--- src/rtl/cache_pkg.sv ---
// Shared widths, FSM state encoding and address-field helpers for the miss-refill controller.
// Addresses split as tag [31:13], set [12:6], word-in-line [5:2].
package cache_pkg;

    localparam int TAG_FIELD  = 19;
    localparam int DATA_FIELD = 256;
    localparam int ADDR_WIDTH = 32;
    localparam int WORD_WIDTH = 32;
    localparam int WAYS       = 8;
    localparam int SETS       = 128;
    localparam int LINE_W     = 512;
    localparam int IDX_W      = 10;
    localparam int WAY_W      = 3;
    localparam int SET_W      = 7;
    localparam int WR_W       = 2 + TAG_FIELD + DATA_FIELD;

    localparam logic [7:0] MODE_RAW = 8'h00;

    typedef enum logic [2:0] {
        ST_IDLE,
        ST_MREQ,
        ST_FILL,
        ST_CREQ,
        ST_CWAIT,
        ST_WRITE
    } fill_state_t;

    function automatic logic [TAG_FIELD-1:0] addr_tag(input logic [ADDR_WIDTH-1:0] a);
        return a[31:13];
    endfunction

    function automatic logic [SET_W-1:0] addr_set(input logic [ADDR_WIDTH-1:0] a);
        return a[12:6];
    endfunction

    function automatic logic [3:0] addr_word(input logic [ADDR_WIDTH-1:0] a);
        return a[5:2];
    endfunction

endpackage

--- src/rtl/cache_fill_ctrl_if.sv ---
// Bundle of the miss, memory-burst, compressor and cache-write channels of the refill controller.
// master = controller side, slave = surrounding memory/compressor/cache environment.
interface cache_fill_ctrl_if;
    import cache_pkg::*;

    logic                    miss_valid;
    logic                    miss_ready;
    logic [ADDR_WIDTH-1:0]   miss_addr;

    logic                    mem_req_valid;
    logic                    mem_req_ready;
    logic [ADDR_WIDTH-1:0]   mem_req_addr;
    logic                    mem_rsp_valid;
    logic [WORD_WIDTH-1:0]   mem_rsp_data;

    logic                    fill_word_valid;
    logic [WORD_WIDTH-1:0]   fill_word_data;

    logic                    cmp_req_valid;
    logic                    cmp_req_ready;
    logic [LINE_W-1:0]       cmp_req_data;
    logic                    cmp_rsp_valid;
    logic                    cmp_rsp_fit;
    logic [DATA_FIELD-1:0]   cmp_rsp_data;
    logic [7:0]              cmp_rsp_mode;
    logic [31:0]             cmp_rsp_base;

    logic                    cache_write_on_demand;
    logic [IDX_W-1:0]        cache_write_index;
    logic [WR_W-1:0]         cache_write_data;
    logic [7:0]              meta_write_mode;
    logic [31:0]             meta_write_base;
    logic                    fill_done;
    logic                    proto_err;

    modport master (
        input  miss_valid, miss_addr, mem_req_ready, mem_rsp_valid, mem_rsp_data,
               cmp_req_ready, cmp_rsp_valid, cmp_rsp_fit, cmp_rsp_data, cmp_rsp_mode, cmp_rsp_base,
        output miss_ready, mem_req_valid, mem_req_addr, fill_word_valid, fill_word_data,
               cmp_req_valid, cmp_req_data, cache_write_on_demand, cache_write_index,
               cache_write_data, meta_write_mode, meta_write_base, fill_done, proto_err
    );

    modport slave (
        output miss_valid, miss_addr, mem_req_ready, mem_rsp_valid, mem_rsp_data,
               cmp_req_ready, cmp_rsp_valid, cmp_rsp_fit, cmp_rsp_data, cmp_rsp_mode, cmp_rsp_base,
        input  miss_ready, mem_req_valid, mem_req_addr, fill_word_valid, fill_word_data,
               cmp_req_valid, cmp_req_data, cache_write_on_demand, cache_write_index,
               cache_write_data, meta_write_mode, meta_write_base, fill_done, proto_err
    );

endinterface

--- src/rtl/fill_victim_rr.sv ---
// Per-set round-robin victim pointer: way_o is a combinational read of the selected set.
// adv_i bumps only that set's pointer (mod 8) on the next edge; no backpressure.
module fill_victim_rr
    import cache_pkg::*;
(
    input  logic             clk,
    input  logic             rst_n,
    input  logic [SET_W-1:0] set_i,
    input  logic             adv_i,
    output logic [WAY_W-1:0] way_o
);

    logic [WAY_W-1:0] ptr_q [SETS];
    logic [WAY_W-1:0] ptr_d;

    assign way_o = ptr_q[set_i];
    assign ptr_d = ptr_q[set_i] + 3'd1;

    always_ff @(posedge clk or negedge rst_n) begin
        if (!rst_n) begin
            for (int s = 0; s < SETS; s++) begin
                ptr_q[s] <= '0;
            end
        end else if (adv_i) begin
            ptr_q[set_i] <= ptr_d;
        end
    end

endmodule

--- src/rtl/cache_fill_ctrl.sv ---
// Miss refill: burst-fetch a 16-word line, forward the demanded word, compress, write one victim way.
// 20 cycles miss-accept to write with no stalls; every ready/valid stall adds exactly one cycle.
module cache_fill_ctrl
    import cache_pkg::*;
(
    input  logic              clk,
    input  logic              rst,
    cache_fill_ctrl_if.master bus
);

    fill_state_t             state_q, state_d;
    logic [TAG_FIELD-1:0]    tag_q, tag_d;
    logic [SET_W-1:0]        set_q, set_d;
    logic [3:0]              word_q, word_d;
    logic [3:0]              wcnt_q, wcnt_d;
    logic [LINE_W-1:0]       line_q, line_d;
    logic                    fill_vld_q, fill_vld_d;
    logic [WORD_WIDTH-1:0]   fill_dat_q, fill_dat_d;
    logic                    wr_en_q, wr_en_d;
    logic [IDX_W-1:0]        wr_idx_q, wr_idx_d;
    logic [WR_W-1:0]         wr_dat_q, wr_dat_d;
    logic [7:0]              mode_q, mode_d;
    logic [31:0]             base_q, base_d;
    logic                    proto_q, proto_d;
    logic                    rr_adv;
    logic [WAY_W-1:0]        rr_way;

    fill_victim_rr u_rr (
        .clk   (clk),
        .rst_n (rst),
        .set_i (set_q),
        .adv_i (rr_adv),
        .way_o (rr_way)
    );

    always_ff @(posedge clk or negedge rst) begin
        if (!rst) begin
            state_q <= ST_IDLE;
        end else begin
            state_q <= state_d;
        end
    end

    always_comb begin
        state_d    = state_q;
        tag_d      = tag_q;
        set_d      = set_q;
        word_d     = word_q;
        wcnt_d     = wcnt_q;
        line_d     = line_q;
        fill_vld_d = 1'b0;
        fill_dat_d = fill_dat_q;
        wr_en_d    = 1'b0;
        wr_idx_d   = wr_idx_q;
        wr_dat_d   = wr_dat_q;
        mode_d     = mode_q;
        base_d     = base_q;
        rr_adv     = 1'b0;
        // A response word arriving while no burst is outstanding is dropped and flagged.
        proto_d    = proto_q | (bus.mem_rsp_valid && (state_q != ST_FILL));

        case (state_q)
            ST_IDLE: begin
                if (bus.miss_valid) begin
                    tag_d   = addr_tag(bus.miss_addr);
                    set_d   = addr_set(bus.miss_addr);
                    word_d  = addr_word(bus.miss_addr);
                    state_d = ST_MREQ;
                end
            end
            ST_MREQ: begin
                if (bus.mem_req_ready) begin
                    wcnt_d  = 4'd0;
                    state_d = ST_FILL;
                end
            end
            ST_FILL: begin
                if (bus.mem_rsp_valid) begin
                    line_d[{wcnt_q, 5'd0} +: WORD_WIDTH] = bus.mem_rsp_data;
                    wcnt_d = wcnt_q + 4'd1;
                    if (wcnt_q == word_q) begin
                        fill_vld_d = 1'b1;
                        fill_dat_d = bus.mem_rsp_data;
                    end
                    if (wcnt_q == 4'd15) begin
                        state_d = ST_CREQ;
                    end
                end
            end
            ST_CREQ: begin
                if (bus.cmp_req_ready) begin
                    state_d = ST_CWAIT;
                end
            end
            ST_CWAIT: begin
                if (bus.cmp_rsp_valid) begin
                    // Victim is sampled and the pointer advanced here so the index is stable in WRITE.
                    wr_en_d  = 1'b1;
                    rr_adv   = 1'b1;
                    wr_idx_d = {rr_way, set_q};
                    if (bus.cmp_rsp_fit) begin
                        wr_dat_d = {2'b11, tag_q, bus.cmp_rsp_data};
                        mode_d   = bus.cmp_rsp_mode;
                        base_d   = bus.cmp_rsp_base;
                    end else begin
                        wr_dat_d = {2'b01, tag_q, line_q[DATA_FIELD-1:0]};
                        mode_d   = MODE_RAW;
                        base_d   = 32'd0;
                    end
                    state_d = ST_WRITE;
                end
            end
            ST_WRITE: begin
                state_d = ST_IDLE;
            end
            default: begin
                state_d = ST_IDLE;
            end
        endcase
    end

    always_ff @(posedge clk or negedge rst) begin
        if (!rst) begin
            tag_q      <= '0;
            set_q      <= '0;
            word_q     <= '0;
            wcnt_q     <= '0;
            line_q     <= '0;
            fill_vld_q <= 1'b0;
            fill_dat_q <= '0;
            wr_en_q    <= 1'b0;
            wr_idx_q   <= '0;
            wr_dat_q   <= '0;
            mode_q     <= '0;
            base_q     <= '0;
            proto_q    <= 1'b0;
        end else begin
            tag_q      <= tag_d;
            set_q      <= set_d;
            word_q     <= word_d;
            wcnt_q     <= wcnt_d;
            line_q     <= line_d;
            fill_vld_q <= fill_vld_d;
            fill_dat_q <= fill_dat_d;
            wr_en_q    <= wr_en_d;
            wr_idx_q   <= wr_idx_d;
            wr_dat_q   <= wr_dat_d;
            mode_q     <= mode_d;
            base_q     <= base_d;
            proto_q    <= proto_d;
        end
    end

    assign bus.miss_ready            = (state_q == ST_IDLE);
    assign bus.mem_req_valid         = (state_q == ST_MREQ);
    assign bus.cmp_req_valid         = (state_q == ST_CREQ);
    assign bus.mem_req_addr          = {tag_q, set_q, 6'd0};
    assign bus.fill_word_valid       = fill_vld_q;
    assign bus.fill_word_data        = fill_dat_q;
    assign bus.cmp_req_data          = line_q;
    assign bus.cache_write_on_demand = wr_en_q;
    assign bus.fill_done             = wr_en_q;
    assign bus.cache_write_index     = wr_idx_q;
    assign bus.cache_write_data      = wr_dat_q;
    assign bus.meta_write_mode       = mode_q;
    assign bus.meta_write_base       = base_q;
    assign bus.proto_err             = proto_q;

endmodule

--- src/flat_wrapper.sv ---
// flat-port wrapper written by rule: the top's interface ports become plain ports
module cache_fill_ctrl_flat import cache_pkg::*;
  (clk, rst, bus_miss_valid, bus_miss_addr, bus_mem_req_ready, bus_mem_rsp_valid, bus_mem_rsp_data, bus_cmp_req_ready, bus_cmp_rsp_valid, bus_cmp_rsp_fit, bus_cmp_rsp_data, bus_cmp_rsp_mode, bus_cmp_rsp_base, bus_miss_ready, bus_mem_req_valid, bus_mem_req_addr, bus_fill_word_valid, bus_fill_word_data, bus_cmp_req_valid, bus_cmp_req_data, bus_cache_write_on_demand, bus_cache_write_index, bus_cache_write_data, bus_meta_write_mode, bus_meta_write_base, bus_fill_done, bus_proto_err);
  cache_fill_ctrl_if bus_i ();
  input  logic clk;
  input  logic rst;
  input wire logic [$bits(bus_i.miss_valid)-1:0] bus_miss_valid;
  input wire logic [$bits(bus_i.miss_addr)-1:0] bus_miss_addr;
  input wire logic [$bits(bus_i.mem_req_ready)-1:0] bus_mem_req_ready;
  input wire logic [$bits(bus_i.mem_rsp_valid)-1:0] bus_mem_rsp_valid;
  input wire logic [$bits(bus_i.mem_rsp_data)-1:0] bus_mem_rsp_data;
  input wire logic [$bits(bus_i.cmp_req_ready)-1:0] bus_cmp_req_ready;
  input wire logic [$bits(bus_i.cmp_rsp_valid)-1:0] bus_cmp_rsp_valid;
  input wire logic [$bits(bus_i.cmp_rsp_fit)-1:0] bus_cmp_rsp_fit;
  input wire logic [$bits(bus_i.cmp_rsp_data)-1:0] bus_cmp_rsp_data;
  input wire logic [$bits(bus_i.cmp_rsp_mode)-1:0] bus_cmp_rsp_mode;
  input wire logic [$bits(bus_i.cmp_rsp_base)-1:0] bus_cmp_rsp_base;
  output wire logic [$bits(bus_i.miss_ready)-1:0] bus_miss_ready;
  output wire logic [$bits(bus_i.mem_req_valid)-1:0] bus_mem_req_valid;
  output wire logic [$bits(bus_i.mem_req_addr)-1:0] bus_mem_req_addr;
  output wire logic [$bits(bus_i.fill_word_valid)-1:0] bus_fill_word_valid;
  output wire logic [$bits(bus_i.fill_word_data)-1:0] bus_fill_word_data;
  output wire logic [$bits(bus_i.cmp_req_valid)-1:0] bus_cmp_req_valid;
  output wire logic [$bits(bus_i.cmp_req_data)-1:0] bus_cmp_req_data;
  output wire logic [$bits(bus_i.cache_write_on_demand)-1:0] bus_cache_write_on_demand;
  output wire logic [$bits(bus_i.cache_write_index)-1:0] bus_cache_write_index;
  output wire logic [$bits(bus_i.cache_write_data)-1:0] bus_cache_write_data;
  output wire logic [$bits(bus_i.meta_write_mode)-1:0] bus_meta_write_mode;
  output wire logic [$bits(bus_i.meta_write_base)-1:0] bus_meta_write_base;
  output wire logic [$bits(bus_i.fill_done)-1:0] bus_fill_done;
  output wire logic [$bits(bus_i.proto_err)-1:0] bus_proto_err;
  assign bus_i.miss_valid = bus_miss_valid;
  assign bus_i.miss_addr = bus_miss_addr;
  assign bus_i.mem_req_ready = bus_mem_req_ready;
  assign bus_i.mem_rsp_valid = bus_mem_rsp_valid;
  assign bus_i.mem_rsp_data = bus_mem_rsp_data;
  assign bus_i.cmp_req_ready = bus_cmp_req_ready;
  assign bus_i.cmp_rsp_valid = bus_cmp_rsp_valid;
  assign bus_i.cmp_rsp_fit = bus_cmp_rsp_fit;
  assign bus_i.cmp_rsp_data = bus_cmp_rsp_data;
  assign bus_i.cmp_rsp_mode = bus_cmp_rsp_mode;
  assign bus_i.cmp_rsp_base = bus_cmp_rsp_base;
  assign bus_miss_ready = bus_i.miss_ready;
  assign bus_mem_req_valid = bus_i.mem_req_valid;
  assign bus_mem_req_addr = bus_i.mem_req_addr;
  assign bus_fill_word_valid = bus_i.fill_word_valid;
  assign bus_fill_word_data = bus_i.fill_word_data;
  assign bus_cmp_req_valid = bus_i.cmp_req_valid;
  assign bus_cmp_req_data = bus_i.cmp_req_data;
  assign bus_cache_write_on_demand = bus_i.cache_write_on_demand;
  assign bus_cache_write_index = bus_i.cache_write_index;
  assign bus_cache_write_data = bus_i.cache_write_data;
  assign bus_meta_write_mode = bus_i.meta_write_mode;
  assign bus_meta_write_base = bus_i.meta_write_base;
  assign bus_fill_done = bus_i.fill_done;
  assign bus_proto_err = bus_i.proto_err;
  cache_fill_ctrl u_core (.clk(clk), .rst(rst), .bus(bus_i));
endmodule
--- config.mk ---
export PLATFORM = sky130hd
export DESIGN_NAME = cache_fill_ctrl_flat
export DESIGN_NICKNAME = d
export VERILOG_FILES = /design/src/rtl/cache_pkg.sv /design/src/rtl/cache_fill_ctrl_if.sv /design/src/rtl/fill_victim_rr.sv /design/src/rtl/cache_fill_ctrl.sv /design/src/flat_wrapper.sv
export SDC_FILE = /design/constraint.sdc
export NUM_CORES = 2
export LEC_CHECK = 0
export BUFFER_PORTS_ARGS = -buffer_cell sky130_fd_sc_hd__buf_2
export CORE_AREA = 2 2 504 506
export CTS_CLUSTER_DIAMETER = 200
export CTS_CLUSTER_SIZE = 25
export DETAILED_ROUTE_END_ITERATION = 12
export DIE_AREA = 0 0 506 508
export SLEW_MARGIN = 10
export SYNTH_ARGS = -nofsm -noshare
export SYNTH_HDL_FRONTEND = slang
export SYNTH_SLANG_ARGS = --single-unit
--- constraint.sdc ---
create_clock -name clk -period 10.3 [get_ports clk]
set_clock_uncertainty 0.2 [all_clocks]
set_input_delay 0.515 -clock clk [delete_from_list [all_inputs] [get_ports clk]]
set_output_delay 0.515 -clock clk [all_outputs]
set_load 0.02 [all_outputs]
==> summary.md <==
| Metric | Value |
|---|---|
| Share of synthesized registers carrying an async set or reset | `100%` |
| Initial standard-cell utilization of the core | `21.7%` |
| Wirelength, routed | `301,000 µm` |
| Type of the setup path with the least slack | `reg2reg` |
| Synthesis-to-finish area growth | `27.6%` |
| Layout cell share with drive strength beyond 1 | `approximately a third` |
| Biggest area contributors in the synthesized netlist | `sky130_fd_sc_hd__dfrtp_1, sky130_fd_sc_hd__mux2_2, sky130_fd_sc_hd__nand2_1` |
| Largest area contributor in the synthesized netlist | `sky130_fd_sc_hd__dfrtp_1` |
| DR vias | `approximately 46,000` |
| Register clock-pin slew on the reported worst setup and hold paths | `roughly 0.10 ns` |
| Final weighted congestion of routability-driven global placement | `around 1` |
| Mean number of vias per cell | `roughly 4.8` |
| Setup bufs post-CTS | `0` |
| Core utilization of the finished layout | `between 20% and 30%` |
| All-Layer GR Usage | `a little under a quarter` |
| CTS max path bufs | `3` |
| Remaining number of nets flagged by the antenna check after routing | `0` |
| Peak supply drop | `just over 0.0004 V` |
| Data required time of the worst path | `around 11 ns` |
| Die Span Y | `508 µm` |
| Most used flip-flop cell after synthesis | `sky130_fd_sc_hd__dfrtp_1` |
| Cell Rows | `about 190` |
| Per-cell routed wire length | `between 30 and 40 µm` |
| Result of the run | `completed` |
| Number of synthesized register bits | `~1,300` |
| Clock buffer count from CTS | `60` |
| Sum of net half-perimeters after detailed placement | `roughly 230,000 µm` |
| HP Class | `in2reg` |
| Type of element launching the critical path | `register` |
| Unrepaired setup endpoints after global routing | `false` |
| Power share of the sequential group | `a little over two fifths` |
| Number of instances in the synthesized netlist | `4,881` |
| Top achievable clock speed | `152 MHz` |
| Layout Nets | `approximately 6,600` |
| Count of unique library cells instantiated by Yosys | `65` |
| Total grt overflow | `0` |
| Die span in x | `approximately 510 µm` |
| Clock network fraction of total power | `around 18%` |
| Htree depth | `2` |
| Detailed-route DRC error count | `0` |
| Maximum fanout encountered on the critical timing path | `93` |
| Number of top-level pins | `1,278` |
| Arrival time worst endpoint | `between 7 and 8 ns` |
| Wire length of the first global-routing pass | `slightly below 400,000 µm` |
| Final period util | `around 64%` |
| Count of flip-flops with a built-in enable after synthesis | `0` |
| Crit. End Element | `register` |
| P per Cell Area | `~230 nW/µm²` |
| Combinational group share of total power | `39.7%` |
| Sequential area share after synthesis | `59.2%` |
| Vias in the first global route | `approximately 44,000` |
| Core area | `~250,000 µm²` |
| Switching portion of total power | `45.1%` |
| Per-instance average area after synthesis | `about 11 µm²` |
| CTS Root Cell | `sky130_fd_sc_hd__clkbuf_16` |
| Top cells by instance count after synthesis | `sky130_fd_sc_hd__dfrtp_1, sky130_fd_sc_hd__nand2_1, sky130_fd_sc_hd__o21ai_0, sky130_fd_sc_hd__mux2_2, sky130_fd_sc_hd__clkbuf_1` |
| Post-synthesis instance area | `approximately 55,000 µm²` |
| Number of buffer cells added on primary ports | `around 1,300` |
| Clock latency at the later pin of the worst-skew pair | `between 0.7 and 0.8 ns` |
| Switching pwr | `~7.3 mW` |
| Hold violation total from the final report | `0` |
| Cell-internal power | `approximately 8.8 mW` |
| Summed area of non-filler cells in the final layout | `approximately 70,000 µm²` |
| Final Critical Period | `about 6.6 ns` |
| Detailed Route Iter0 Violations | `5,274` |
| Die footprint | `257,000 µm²` |
| Sink count of the clock tree | `approximately 1,300` |
| Slew headroom | `between 20% and 30%` |
| DRT Pass-1 Iters | `6` |
| Slew Limit Fails | `0` |
| Standby leakage power | `about 35 nW` |
| Max-cap violations | `0` |
| Placement-stage cell area | `around 65,000 µm²` |
| Cell with the most instances after synthesis | `sky130_fd_sc_hd__dfrtp_1` |
| Proportion of netlist area held by the largest area contributor | `roughly 60%` |
| Final setup viols | `0` |
| Transition time of the tightest slew-check pin | `roughly 1.2 ns` |
| Total number of yosys warnings | `0` |
| Resized cells post-CTS | `0` |
| Largest net degree at the start of global routing | `approximately 220` |
| Antenna violations before repair | `139` |
| Post-Route Setup TNS | `0 ns` |
| Clock tree from TritonCTS | `done` |
-- kinds of logic (layout without fill, tap and decap cells) --
family	Yosys count	count (layout)	share of synthesized area, %
other	1	77	0.00685
adder cells (fa/ha/maj)	5	5	0.114
buffers and inverters	441	1823	3.28
multiplexers	835	835	17.7
AO/OA/AOI/OAI	920	920	9.45
XOR/XNOR	8	8	0.142
flip-flops	1295	1295	59.2
AND/OR/NAND/NOR	1376	1376	10.1
-- layer usage --
metal | share of wire [%] | routed length [µm] | global-route usage (%)
met1 | 40 | 120000 | 28.5
met2 | 45 | 135000 | 34.8
met3 | 11 | 32400 | 8.06
met4 | 4.4 | 13300 | 8.65
met5 | 0.22 | 667 | 1.35
-- final timing paths --
check	to	depth (start not counted)	start	slack [ns]
max	u_core.u_rr.ptr_q[328]	10	u_core.set_q[2]	3.71
min	u_core.bus.meta_write_mode[1]	3	bus_cmp_rsp_mode[1]	0.05
max reg2reg	u_core.u_rr.ptr_q[328]	10	u_core.set_q[2]	3.71
min reg2reg	u_core.bus.cache_write_data[259]	2	u_core.bus.cache_write_data[259]	0.28
max in group asynchronous	u_core.set_q[2]	4	rst	7.21
min in group asynchronous	u_core.bus.cmp_req_data[483]	2	rst	0.11
-- cell usage in the layout, fill, tap and decap left out, types with 26 or more instances in the layout --
cell type / instances
sky130_fd_sc_hd__dfrtp_1: 1292
sky130_fd_sc_hd__buf_2: 1267
sky130_fd_sc_hd__nand2_1: 1016
sky130_fd_sc_hd__o21ai_0: 594
sky130_fd_sc_hd__mux2_2: 503
sky130_fd_sc_hd__dlygate4sd3_1: 323
sky130_fd_sc_hd__mux2i_1: 273
sky130_fd_sc_hd__nor2_1: 187
sky130_fd_sc_hd__a21oi_1: 88
sky130_fd_sc_hd__buf_4: 82
sky130_fd_sc_hd__o31ai_1: 79
sky130_fd_sc_hd__nand3_1: 78
sky130_fd_sc_hd__diode_2: 71
sky130_fd_sc_hd__inv_1: 71
sky130_fd_sc_hd__clkbuf_16: 60
sky130_fd_sc_hd__mux4_2: 55
sky130_fd_sc_hd__o21ai_1: 49
sky130_fd_sc_hd__a22oi_1: 26
-- worst max-delay path, stage by stage (launching register included) --
cell	delay, ns
sky130_fd_sc_hd__dfrtp_4	0.96
sky130_fd_sc_hd__buf_4	0.80
sky130_fd_sc_hd__clkinv_1	0.85
sky130_fd_sc_hd__mux4_2	0.44
sky130_fd_sc_hd__a31oi_1	0.08
sky130_fd_sc_hd__o21ai_0	0.11
sky130_fd_sc_hd__nor4bb_1	0.72
sky130_fd_sc_hd__nor3_1	0.16
sky130_fd_sc_hd__ha_2	0.86
sky130_fd_sc_hd__buf_4	0.84
sky130_fd_sc_hd__mux2_2	0.31
-- metrics by stage --
step                      setup slack (ns)  std cells  hold slack [ns]  power [mW]
final                                 3.71       9705           0.0463        16.1
after global routing                  3.48       9656          0.00145        16.8
after CTS                             3.78       9634          0.00598        16.1
after detailed placement              3.82       9241            0.258        13.0
after global placement                3.89       9241            0.254        12.9
after floorplan                       6.24       4886           0.0194        10.1
-- layout make-up --
type	count	area [µm²]
Timing Repair Buffer	1680	10300
Antenna cell	71	178
Inverter	73	274
Fill cell	26622	183000
Sequential cell	1295	32400
Clock inverter	8	170
Multi-Input combinational cell	3150	20700
Clock buffer	62	1520
Tap cell	3366	4210
-- power groups by stage --
| stage | Combinational (mW) | Sequential (mW) | Clock [mW] |
|---|---|---|---|
| 2_1_floorplan | 2.42 | 7.68 | 0 |
| 3_3_place_gp | 6.15 | 6.79 | 0 |
| 3_5_place_dp | 6.22 | 6.83 | 0 |
| 4_1_cts | 6.37 | 6.75 | 3.02 |
| 5_1_grt | 6.73 | 6.87 | 3.17 |
| 6_report | 6.39 | 6.78 | 2.93 |
-- state kept, by name, indices dropped and copies added (netlist names) --
| register | count |
|---|---|
| u_core.bus.cache_write_data | 277 |
| u_core.bus.cache_write_index | 10 |
| u_core.bus.cache_write_on_demand | 1 |
| u_core.bus.cmp_req_data | 512 |
| u_core.bus.fill_word_data | 32 |
| u_core.bus.fill_word_valid | 1 |
| u_core.bus.meta_write_base | 32 |
| u_core.bus.meta_write_mode | 8 |
| u_core.bus.proto_err | 1 |
| u_core.set_q | 7 |
| u_core.state_q | 3 |
| u_core.tag_q | 19 |
| u_core.u_rr.ptr_q | 384 |
| u_core.wcnt_q | 4 |
| u_core.word_q | 4 |
-- repair_timing --
action / in CTS / in global routing
endpoints found under the setup margin: 0 / 0
hold buffers: 323 / 0
hold endpoints to repair: 440 / 0
No activity file was read; power rests on OpenSTA's default activity.
